==> config.mk <==
export PLATFORM = sky130hd
export DESIGN_NAME = sd_byte_packer_flat
export DESIGN_NICKNAME = d
export VERILOG_FILES = /design/src/rtl/sd_wr_pkg.sv /design/src/rtl/sd_byte_packer_if.sv /design/src/rtl/sd_sector_counter.sv /design/src/rtl/sd_byte_packer.sv /design/src/flat_wrapper.sv
export SDC_FILE = /design/constraint.sdc
export NUM_CORES = 1
export LEC_CHECK = 0
export BUFFER_PORTS_ARGS = -buffer_cell sky130_fd_sc_hd__clkbuf_2
export CORE_MARGIN = 4
export CORE_UTILIZATION = 54
export CTS_BUF_LIST = sky130_fd_sc_hd__clkbuf_16
export DETAILED_ROUTE_END_ITERATION = 10
export PLACE_DENSITY = 0.83
export SLEW_MARGIN = 10
export SYNTH_ARGS = -nofsm -noshare
export SYNTH_HDL_FRONTEND = slang
export SYNTH_SLANG_ARGS = --single-unit
==> constraint.sdc <==
create_clock -name wr_clk -period 2.28 [get_ports wr_clk]
set_clock_uncertainty 0.05 [all_clocks]
set_input_delay 0.114 -clock wr_clk [delete_from_list [all_inputs] [get_ports wr_clk]]
set_output_delay 0.114 -clock wr_clk [all_outputs]
set_load 0.02 [all_outputs]
==> src/rtl/sd_wr_pkg.sv <==
// Shared state encoding and default geometry for the SD write-side byte packer.
// No logic; constants only.
// No flow control; constants only.
package sd_wr_pkg;

    localparam int DEF_WORDS_PER_SECTOR = 256;
    localparam int DEF_SECTOR_LIMIT     = 6;

    typedef enum logic [1:0] {
        IDLE = 2'd0,
        RUN  = 2'd1,
        HOLD = 2'd2,
        DONE = 2'd3
    } sd_state_e;

    localparam logic [1:0] ST_IDLE = IDLE;
    localparam logic [1:0] ST_RUN  = RUN;
    localparam logic [1:0] ST_HOLD = HOLD;
    localparam logic [1:0] ST_DONE = DONE;

endpackage

==> src/rtl/sd_byte_packer_if.sv <==
// Byte stream in and 16-bit FIFO write strobe out of the SD byte packer.
// Wires only, no latency.
// din_ready is the only backpressure; the FIFO side has no ready, full is sampled by the packer.
interface sd_byte_packer_if;
    import sd_wr_pkg::*;

    logic [7:0]  din;
    logic        din_valid;
    logic        din_ready;
    logic        fifo_wr_en;
    logic [15:0] fifo_wr_data;

    modport master (
        output din,
        output din_valid,
        input  din_ready,
        input  fifo_wr_en,
        input  fifo_wr_data
    );

    modport slave (
        input  din,
        input  din_valid,
        output din_ready,
        output fifo_wr_en,
        output fifo_wr_data
    );

endinterface

==> src/rtl/sd_sector_counter.sv <==
// Word-in-sector and sector-in-session counting with sector_done pulse and limit detect.
// Counts and sector_done register on the edge after word_stb; limit_hit is combinational.
// No backpressure; every word_stb advances the count, written or dropped.
module sd_sector_counter
    import sd_wr_pkg::*;
#(
    parameter int WORDS_PER_SECTOR = DEF_WORDS_PER_SECTOR,
    parameter int SECTOR_LIMIT     = DEF_SECTOR_LIMIT
) (
    input  logic        wr_clk,
    input  logic        rst_n,
    input  logic        clr,
    input  logic        word_stb,
    output logic        sector_done,
    output logic [15:0] sector_cnt,
    output logic        limit_hit
);

    localparam int              WCW         = (WORDS_PER_SECTOR > 1) ? $clog2(WORDS_PER_SECTOR) : 1;
    localparam logic [WCW-1:0]  LAST_WORD   = WCW'(WORDS_PER_SECTOR - 1);
    localparam logic [15:0]     LAST_SECTOR = 16'(SECTOR_LIMIT - 1);

    logic [WCW-1:0] word_cnt;
    logic           last_word;

    assign last_word = (word_cnt == LAST_WORD);
    // Fires in the cycle the final word of the session is strobed, so the FSM lands in DONE with the count.
    assign limit_hit = word_stb && last_word && (sector_cnt == LAST_SECTOR);

    always_ff @(posedge wr_clk or negedge rst_n) begin
        if (!rst_n) begin
            word_cnt    <= '0;
            sector_cnt  <= '0;
            sector_done <= 1'b0;
        end else begin
            sector_done <= 1'b0;
            if (clr) begin
                word_cnt   <= '0;
                sector_cnt <= '0;
            end else if (word_stb) begin
                if (last_word) begin
                    word_cnt    <= '0;
                    sector_cnt  <= sector_cnt + 16'd1;
                    sector_done <= 1'b1;
                end else begin
                    word_cnt <= word_cnt + 1'b1;
                end
            end
        end
    end

endmodule

==> src/rtl/sd_byte_packer.sv <==
// Packs byte pairs (first byte high) into 16-bit FIFO words per SD session; SD_TESTPAT_EN swaps input for a word-index pattern.
// Word appears on fifo_wr_en/fifo_wr_data one cycle after its second byte is accepted.
// din_ready drops on prog_full (HOLD); a write slot that meets full drops the word and sets sticky overflow.
module sd_byte_packer
    import sd_wr_pkg::*;
#(
    parameter int WORDS_PER_SECTOR = DEF_WORDS_PER_SECTOR,
    parameter int SECTOR_LIMIT     = DEF_SECTOR_LIMIT
) (
    input  logic                wr_clk,
    input  logic                rst_n,
    input  logic                start,
    input  logic                sd_init_done,
    input  logic                wr_rst_busy,
    input  logic                prog_full,
    input  logic                full,
    sd_byte_packer_if.slave     bus,
    output logic                sector_done,
    output logic [15:0]         sector_cnt,
    output logic                fifo_wr_finish,
    output logic                overflow
);

    logic [1:0]  rst_sync;
    logic        run_en;
    logic [1:0]  state;
    logic        link_ok;
    logic        start_ok;
    logic        abort;
    logic        flow_ok;
    logic        word_stb;
    logic [15:0] word_dat;
    logic        limit_hit;
    logic        wr_pend;
    logic [15:0] wr_data_q;

    // Reset assertion is immediate; release must pass two flops before the FSM may leave IDLE.
    always_ff @(posedge wr_clk or negedge rst_n) begin
        if (!rst_n) begin
            rst_sync <= 2'b00;
        end else begin
            rst_sync <= {rst_sync[0], 1'b1};
        end
    end
    assign run_en = rst_sync[1];

    assign link_ok  = sd_init_done && !wr_rst_busy;
    assign start_ok = start && link_ok && run_en && ((state == ST_IDLE) || (state == ST_DONE));
    assign abort    = ((state == ST_RUN) || (state == ST_HOLD)) && !link_ok;
    assign flow_ok  = (state == ST_RUN) && !prog_full && link_ok;

`ifdef SD_TESTPAT_EN
    logic [15:0] tp_idx;
    logic        unused_din;

    assign unused_din    = ^{bus.din, bus.din_valid};
    assign bus.din_ready = 1'b0;
    assign word_stb      = flow_ok;
    assign word_dat      = tp_idx;

    always_ff @(posedge wr_clk or negedge rst_n) begin
        if (!rst_n) begin
            tp_idx <= '0;
        end else if (start_ok) begin
            tp_idx <= '0;
        end else if (word_stb) begin
            tp_idx <= tp_idx + 16'd1;
        end
    end
`else
    logic       byte_phase;
    logic [7:0] hi_byte;
    logic       take;

    assign bus.din_ready = flow_ok;
    assign take          = flow_ok && bus.din_valid;
    assign word_stb      = take && byte_phase;
    assign word_dat      = {hi_byte, bus.din};

    // A half-packed byte never survives an abort or a new session.
    always_ff @(posedge wr_clk or negedge rst_n) begin
        if (!rst_n) begin
            byte_phase <= 1'b0;
            hi_byte    <= '0;
        end else if (start_ok || abort) begin
            byte_phase <= 1'b0;
        end else if (take) begin
            if (!byte_phase) begin
                hi_byte <= bus.din;
            end
            byte_phase <= ~byte_phase;
        end
    end
`endif

    always_ff @(posedge wr_clk or negedge rst_n) begin
        if (!rst_n) begin
            wr_pend   <= 1'b0;
            wr_data_q <= '0;
            overflow  <= 1'b0;
        end else begin
            wr_pend <= word_stb;
            if (word_stb) begin
                wr_data_q <= word_dat;
            end
            if (start_ok) begin
                overflow <= 1'b0;
            end else if (wr_pend && full) begin
                overflow <= 1'b1;
            end
        end
    end

    // full is judged in the write slot itself, so the strobe is gated combinationally.
    assign bus.fifo_wr_en   = wr_pend && !full;
    assign bus.fifo_wr_data = wr_data_q;

    always_ff @(posedge wr_clk or negedge rst_n) begin
        if (!rst_n) begin
            state <= ST_IDLE;
        end else begin
            case (state)
                ST_IDLE, ST_DONE: begin
                    if (start_ok) state <= ST_RUN;
                end
                ST_RUN: begin
                    if (!link_ok)       state <= ST_IDLE;
                    else if (limit_hit) state <= ST_DONE;
                    else if (prog_full) state <= ST_HOLD;
                end
                ST_HOLD: begin
                    if (!link_ok)        state <= ST_IDLE;
                    else if (!prog_full) state <= ST_RUN;
                end
                default: state <= ST_IDLE;
            endcase
        end
    end

    always_ff @(posedge wr_clk or negedge rst_n) begin
        if (!rst_n) begin
            fifo_wr_finish <= 1'b0;
        end else begin
            fifo_wr_finish <= (state == ST_DONE) && !start_ok;
        end
    end

    sd_sector_counter #(
        .WORDS_PER_SECTOR (WORDS_PER_SECTOR),
        .SECTOR_LIMIT     (SECTOR_LIMIT)
    ) u_cnt (
        .wr_clk      (wr_clk),
        .rst_n       (rst_n),
        .clr         (start_ok),
        .word_stb    (word_stb),
        .sector_done (sector_done),
        .sector_cnt  (sector_cnt),
        .limit_hit   (limit_hit)
    );

endmodule

==> src/flat_wrapper.sv <==
// flat-port wrapper written by rule: the top's interface ports become plain ports
module sd_byte_packer_flat import sd_wr_pkg::*;
#(
    parameter int WORDS_PER_SECTOR = DEF_WORDS_PER_SECTOR,
    parameter int SECTOR_LIMIT     = DEF_SECTOR_LIMIT
)
  (wr_clk, rst_n, start, sd_init_done, wr_rst_busy, prog_full, full, sector_done, sector_cnt, fifo_wr_finish, overflow, bus_din, bus_din_valid, bus_din_ready, bus_fifo_wr_en, bus_fifo_wr_data);
  sd_byte_packer_if bus_i ();
  input  logic wr_clk;
  input  logic rst_n;
  input  logic start;
  input  logic sd_init_done;
  input  logic wr_rst_busy;
  input  logic prog_full;
  input  logic full;
  output logic sector_done;
  output logic [15:0] sector_cnt;
  output logic fifo_wr_finish;
  output logic overflow;
  input wire logic [$bits(bus_i.din)-1:0] bus_din;
  input wire logic [$bits(bus_i.din_valid)-1:0] bus_din_valid;
  output wire logic [$bits(bus_i.din_ready)-1:0] bus_din_ready;
  output wire logic [$bits(bus_i.fifo_wr_en)-1:0] bus_fifo_wr_en;
  output wire logic [$bits(bus_i.fifo_wr_data)-1:0] bus_fifo_wr_data;
  assign bus_i.din = bus_din;
  assign bus_i.din_valid = bus_din_valid;
  assign bus_din_ready = bus_i.din_ready;
  assign bus_fifo_wr_en = bus_i.fifo_wr_en;
  assign bus_fifo_wr_data = bus_i.fifo_wr_data;
  sd_byte_packer #(.WORDS_PER_SECTOR(WORDS_PER_SECTOR), .SECTOR_LIMIT(SECTOR_LIMIT)) u_core (.wr_clk(wr_clk), .rst_n(rst_n), .start(start), .sd_init_done(sd_init_done), .wr_rst_busy(wr_rst_busy), .prog_full(prog_full), .full(full), .bus(bus_i), .sector_done(sector_done), .sector_cnt(sector_cnt), .fifo_wr_finish(fifo_wr_finish), .overflow(overflow));
endmodule
# Yosys cells after proc, flatten, opt, wreduce, memory -nomap -nowiden
# Cells that the tools add are included.
word_totals:
  regBits: 57
  inputBits: 16
  out_inout_bits: 37
  elab_cells: 74
classes:
  addsub: 2
  n_eq_ne: 8
  mux: 20
  bitwise: 2
  reduce_logical: 31
ops:
  columns: ["operator", "n"]
  rows:
  - ["$mux W16", 3]
  - ["$mux W8", 3]
  - ["$add A16 B1 Y16 const B", 1]
  - ["$eq A16 B3 Y1 const B", 1]
  - ["$logic_and A1 B1 Y1", 14]
  - ["$mux W2", 6]
  - ["$add A8 B1 Y8 const B", 1]
  - ["$eq A8 B8 Y1 const B", 1]
  - ["$reduce_bool A2 Y1", 4]
  - ["$mux W1", 7]
  - ["$pmux W2 S3", 1]
  - ["$reduce_and A3 Y1", 2]
  - ["$logic_not A1 Y1", 5]
  - ["$eq A2 B2 Y1 const B", 2]
  - ["$ne A4 B4 Y1 const B", 1]
  - ["$logic_or A1 B1 Y1", 3]
  - ["$ne A3 B3 Y1 const B", 1]
  - ["$eq A2 B1 Y1 const B", 1]
  - ["$logic_not A2 Y1", 1]
  - ["$ne A2 B1 Y1 const B", 1]
  - ["$not A1 Y1", 2]
  - ["$reduce_and A2 Y1", 1]
  - ["$reduce_or A2 Y1", 1]

# Depth between registers and ports, before layout
depth:
  word_depth: 10
  depth_mapped: 10
  depth_no_buf: 9

# By module
# Synthesis repeated with hierarchy kept, for this count alone.
unflattened:
  cells_unflattened: 235
  hier_area_um2: 2682.6
by_module_without_submodules:
  columns: ["mod", "instances", "cells_per_inst", "area_each_um2", "seq_area_each_um2"]
  rows:
  - ["sd_byte_packer", 1, 95, 1352.5, 800.8]
  - ["sd_sector_counter", 1, 140, 1330.0, 625.6]

# Least setup slack after synthesis
# No wires, ideal clock.
synth_timing:
  path_kind: "flip-flop to flip-flop"
  startpoint: "register u_core.state[0]"
  endpoint: "register u_core.hi_byte[0]"
  setup_ns: 0.125
  arrival_time_ns: 1.679
  required_ns: 2.105
  setup_slack_ns: 0.426
  stages_incl_launch_ff: 7
  n_path_buf: 0
  period_less_slack_ns: 1.854
  cell_sequence: "dfrtp_1 > inv_1 > ha_1 > nand4_1 > o21ai_0 > nor3_4 > mux2_2"
synth_between:
  elab_chain_len: 6
  elab_cells_between_ends: 14
  cone_classes: "3 x eq/ne; 1 x bitwise; 10 x reduce/logical"
synth_rtl:
  columns: ["element", "line", "rtl"]
  rows:
  - ["from (decl)", "sd_byte_packer.sv:26", "logic [1:0] state;"]
  - ["from (signal assigned)", "sd_byte_packer.sv:120", "state <= ST_IDLE;"]
  - ["from (signal assigned)", "sd_byte_packer.sv:124", "if (start_ok) state <= ST_RUN;"]
  - ["from (signal assigned)", "sd_byte_packer.sv:127", "if (!link_ok) state <= ST_IDLE;"]
  - ["$eq A2 B2 Y1 (tied with other cells)", "sd_byte_packer.sv:48", "assign start_ok = start && link_ok && run_en && ((state == ST_IDLE) || (state == ST_DONE));"]
  - ["$logic_or A1 B1 Y1 (on tied branches)", "sd_byte_packer.sv:48, sd_byte_packer.sv:49", null]
  - ["$logic_and A1 B1 Y1 (on tied branches)", "sd_byte_packer.sv:48, sd_byte_packer.sv:49", null]
  - ["$logic_or A1 B1 Y1", "sd_byte_packer.sv:85", "end else if (start_ok || abort) begin"]
  - ["$not A1 Y1 (no source line)", null, null]
  - ["$reduce_and A3 Y1 (no source line) (*)", null, null]
  - ["to (signal assigned)", "sd_byte_packer.sv:89", "hi_byte <= bus.din;"]
  - ["to (decl)", "sd_byte_packer.sv:72", "logic [7:0] hi_byte;"]
# Every way passes the cells marked *; elsewhere a longest branch is shown, timed or not.
# A chain may end at the register's enable or synchronous reset.

# Worst setup path after layout
layout_timing:
  startpoint: "register u_core.u_cnt.word_cnt[1]"
  endpoint: "register u_core.state[1]"
layout_between:
  elab_chain_len: 6
  elab_cells_between_ends: 8
  cone_classes: "2 x eq/ne; 3 x mux; 3 x reduce/logical"
layout_rtl:
  columns: ["element", "line", "rtl"]
  rows:
  - ["from (decl)", "sd_sector_counter.sv:23", "logic [WCW-1:0] word_cnt;"]
  - ["from (signal assigned)", "sd_sector_counter.sv:46", "word_cnt <= word_cnt + 1'b1;"]
  - ["$eq A8 B8 Y1 (*)", "sd_sector_counter.sv:26", "assign last_word = (word_cnt == LAST_WORD);"]
  - ["$logic_and A1 B1 Y1 (*) (2 in a row)", "sd_sector_counter.sv:28", "assign limit_hit = word_stb && last_word && (sector_cnt == LAST_SECTOR);"]
  - ["$mux W2", "sd_byte_packer.sv:128", "else if (limit_hit) state <= ST_DONE;"]
  - ["$mux W2", "sd_byte_packer.sv:127", null]
  - ["$pmux W2 S3", "sd_byte_packer.sv:122", "case (state)"]
  - ["to (signal assigned)", "sd_byte_packer.sv:127", null]
  - ["to (signal assigned)", "sd_byte_packer.sv:128", null]
  - ["to (signal assigned)", "sd_byte_packer.sv:129", "else if (prog_full) state <= ST_HOLD;"]
# Marked as above.

==> results.py <==
metrics = {
    "detailed_routing": {
        "drt_pass1_iterations": 4,
        "num_vias": 2221,
        "wl_per_cell_um": 15.4,
        "viasPerCell": 5.47,
        "ant_nets": 0,
        "drc_errors": 0,
        "initialDrtViolationCount": 187,
        "wirelength_mm": 6.26,
    },
    "global_route": {
        "grt_pass1_vias": 2257,
        "grt_util_all_layers_pct": 23.3,
        "grt_pass1_wl_mm": 11.0,
        "grt.overflow.total": 0,
        "grt_max_degree": 30,
        "grt_antenna_before_repair": 0,
    },
    "power": {
        "power.internal_mw": 2.34,
        "p_clk_share_pct": 48.8,
        "leakage_nw": 1.76,
        "netSwitchingFraction_pct": 23.8,
        "p_per_area_mw_per_mm2": 896,
        "ir_worst_vdd_mv": 0.579,
        "p_seq_share_pct": 39.0,
        "comb_power_share_pct": 12.1,
        "p_switching_uw": 728,
    },
    "clock_network": {
        "cts_sinks": 57,
        "cts_inserted_buffers": 9,
        "cts_tree": "done",
        "ctsResizeCount": 0,
        "clk_latency_ns": 0.32,
        "path_clk_slew_ns": 0.05,
        "clockBufferDepth": 2,
        "cts_root_buf": "clkbuf_16",
        "cts-htree-levels": 3,
    },
    "cells_and_area": {
        "final_common_cell": "nand2_1",
        "layout-drive-gt1-share_pct": 26.8,
        "finalInstanceArea_sq_mm": 0.00342,
        "num_antenna_cells": 0,
        "mostFrequentLayoutCells": "65 x nand2_1, 57 x dfrtp_1, 52 x clkbuf_2, 22 x nor2_1",
        "nets": 356,
        "syn_to_final_growth_pct": 29.2,
    },
    "synth": {
        "synth-simple-area-share_pct": 26.4,
        "synth_compound_area_share_pct": 4.02,
        "synth_nets": 287,
        "syn_area_sq_mm": 0.00265,
        "synth_mux_area_share_pct": 3.40,
        "seq_area_frac_synth_pct": 53.9,
        "synthFlopType": "dfrtp_1",
        "yosys_warnings": 0,
        "syn_avg_cell_area_sq_um": 9.99,
        "ys_async_sr_fraction_pct": 100,
        "yosysUniqueCellTypes": 39,
        "syn_inst": 265,
        "synth_edf_count": 0,
        "synth-xor-area-share_pct": 6.62,
        "synthAdderAreaFrac_pct": 2.84,
        "synth-seq-cells": 57,
        "synth_top_family_by_area": "simple AND/OR/NAND/NOR gates",
    },
    "die": {
        "coreArea_sq_mm": 0.00472,
        "rows": 25,
        "die_h_um": 78.0,
        "die_w_um": 78.0,
        "io_pins": 53,
        "die_area_sq_mm": 0.00608,
        "initial_core_util_pct": 56.0,
    },
    "worst_hold_path": {
        "holdCritPathClass": "primary input to flip-flop",
    },
    "critical_path": {
        "cp.buffers_inverters": 0,
        "path_delay_family": "simple AND/OR/NAND/NOR gates",
        "crit_type": "flip-flop to flip-flop",
        "crit_path_max_incr_delay_ns": 0.43,
        "crit_path_start_kind": "flip-flop",
        "cp-end-kind": "flip-flop",
        "r2r_setup_slack_ns": 0.18,
        "path_cells": "ha_1 -> and4_1 -> nand2_1 -> nor4_1 -> o21ai_0 -> o2bb2ai_1",
        "worst_ep_required_time_ns": 2.43,
        "worst-path-max-fanout": 6,
        "slowest_stage": "nor4_1",
        "arrival_ns": 2.25,
    },
    "placement": {
        "hpwl_mm": 4.21,
        "portBuffers": 52,
        "globalplace.congestion": 0.877,
        "place_area_sq_mm": 0.00299,
    },
    "sta": {
        "tns_ns": 0,
        "finalHoldViolations": 0,
        "max_freq_mhz": 477,
        "drv_slew": 0,
        "final-setup-viol-count": 0,
        "slew_headroom_pct": 52.2,
        "grt_setup_unrepaired": "false",
        "fin_crit_sh_pct": 92.0,
        "period_minus_slack_ns": 2.10,
        "max_slew.worst_pin.slew_ns": 0.717,
    },
    "job": {
        "maxCapViolCount": 0,
    },
    "status": {
        "status": "finished, final reports clean",
    },
}
-- worst paths after layout --
check / from / endpoint / depth (start not counted)
max in group asynchronous: rst_n / u_core.u_cnt.sector_cnt[11]$_DFFE_PN0P_ / 3
hold / removal: full / u_core.overflow$_DFFE_PN0P_ / 3
min in group asynchronous: rst_n / u_core.hi_byte[5]$_DFFE_PN0P_ / 2
setup reg to reg: u_core.u_cnt.word_cnt[1]$_DFFE_PN0P_ / u_core.state[1]$_DFFE_PN0P_ / 6
hold reg to reg: u_core.rst_sync[0]$_DFF_PN0_ / u_core.rst_sync[1]$_DFF_PN0_ / 0
setup / recovery: u_core.u_cnt.word_cnt[1]$_DFFE_PN0P_ / u_core.state[1]$_DFFE_PN0P_ / 6
-- state kept, by name, indices dropped and copies added, names as in the netlist --
register / cells
u_core.u_cnt.word_cnt: 8
u_core.fifo_wr_finish: 1
u_core.u_cnt.sector_cnt: 16
u_core.byte_phase: 1
u_core.overflow: 1
u_core.wr_pend: 1
u_core.hi_byte: 8
u_core.u_cnt.sector_done: 1
u_core.rst_sync: 2
u_core.state: 2
u_core.bus.fifo_wr_data: 16
-- cell families (layout without fill, tap and decap cells) --
family,after synthesis,count (layout)
AND/OR/NAND/NOR,140,140
flip-flops,57,57
XOR/XNOR,20,20
AO/OA/AOI/OAI,17,17
buffers and inverters,16,90
multiplexers,8,8
adder cells (fa/ha/maj),6,6
other,1,1
-- power by group through the flow --
stage / Clock [mW] / Sequential (mW) / Combinational [mW]
2_1_floorplan: 0 / 1.23 / 0.203
3_3_place_gp: 0 / 1.20 / 0.338
3_5_place_dp: 0 / 1.21 / 0.356
4_1_cts: 1.51 / 1.20 / 0.371
5_1_grt: 1.58 / 1.21 / 0.414
6_report: 1.50 / 1.20 / 0.371
-- worst min-delay path, delay by kind of cell --
kind	cells	cell delay, ns
AO/OA/AOI/OAI	1	0.06
buffers and inverters	1	0.09
AND/OR/NAND/NOR	1	0.08
-- through the flow --
stage	power (mW)	hold slack (ns)	setup WS, ns	utilization (%)	std cells
after floorplan	1.43	-0.232	0.426	-	265
after global placement	1.54	0.150	0.318	63.3	381
after detailed placement	1.56	0.151	0.189	63.3	381
after CTS	3.08	0.0157	0.178	72.4	406
after global routing	3.20	0.0437	0.0443	72.4	406
final	3.06	0.0151	0.182	72.4	406
-- final cells by class --
| cell class | count | area (sq um) |
|---|---|---|
| fill | 331 | 1310 |
| clock buffer | 9 | 225 |
| timing repair buffer | 67 | 395 |
| tap | 67 | 83.8 |
| inverter | 7 | 27.5 |
| sequential | 57 | 1430 |
| clock inverter | 7 | 111 |
| multi-input combinational | 192 | 1150 |
-- cell usage after synthesis (4+ instances only) --
master	n	share of area, %
nand2_1	65	9.2
dfrtp_1	57	54
nor2_1	22	3.1
nor4_1	10	2.4
xnor2_1	10	3.3
xor2_1	10	3.3
nand4_1	9	2.1
mux2_2	8	3.4
a21oi_1	7	1.3
nand3_1	7	1.3
ha_1	6	2.8
clkbuf_1	5	0.71
inv_1	5	0.71
and3_1	4	0.95
nor3_1	4	0.76
-- what timing repair did --
| action | in CTS | in global routing |
|---|---|---|
| hold endpoints to repair | 38 | 0 |
| setup buffers | 0 | 0 |
| hold buffers | 9 | 0 |
| setup endpoints to repair | 0 | 0 |
-- per-layer routing --
metal	global-route usage, %	vias to the layer above	share of wire, %
met5	0	-	0
met2	39.0	83	51
met3	6.26	10	6.3
met4	10.3	0	1.4
met1	28.2	1090	41
li1	-	1038	-
(Power assumes the default switching activity.)
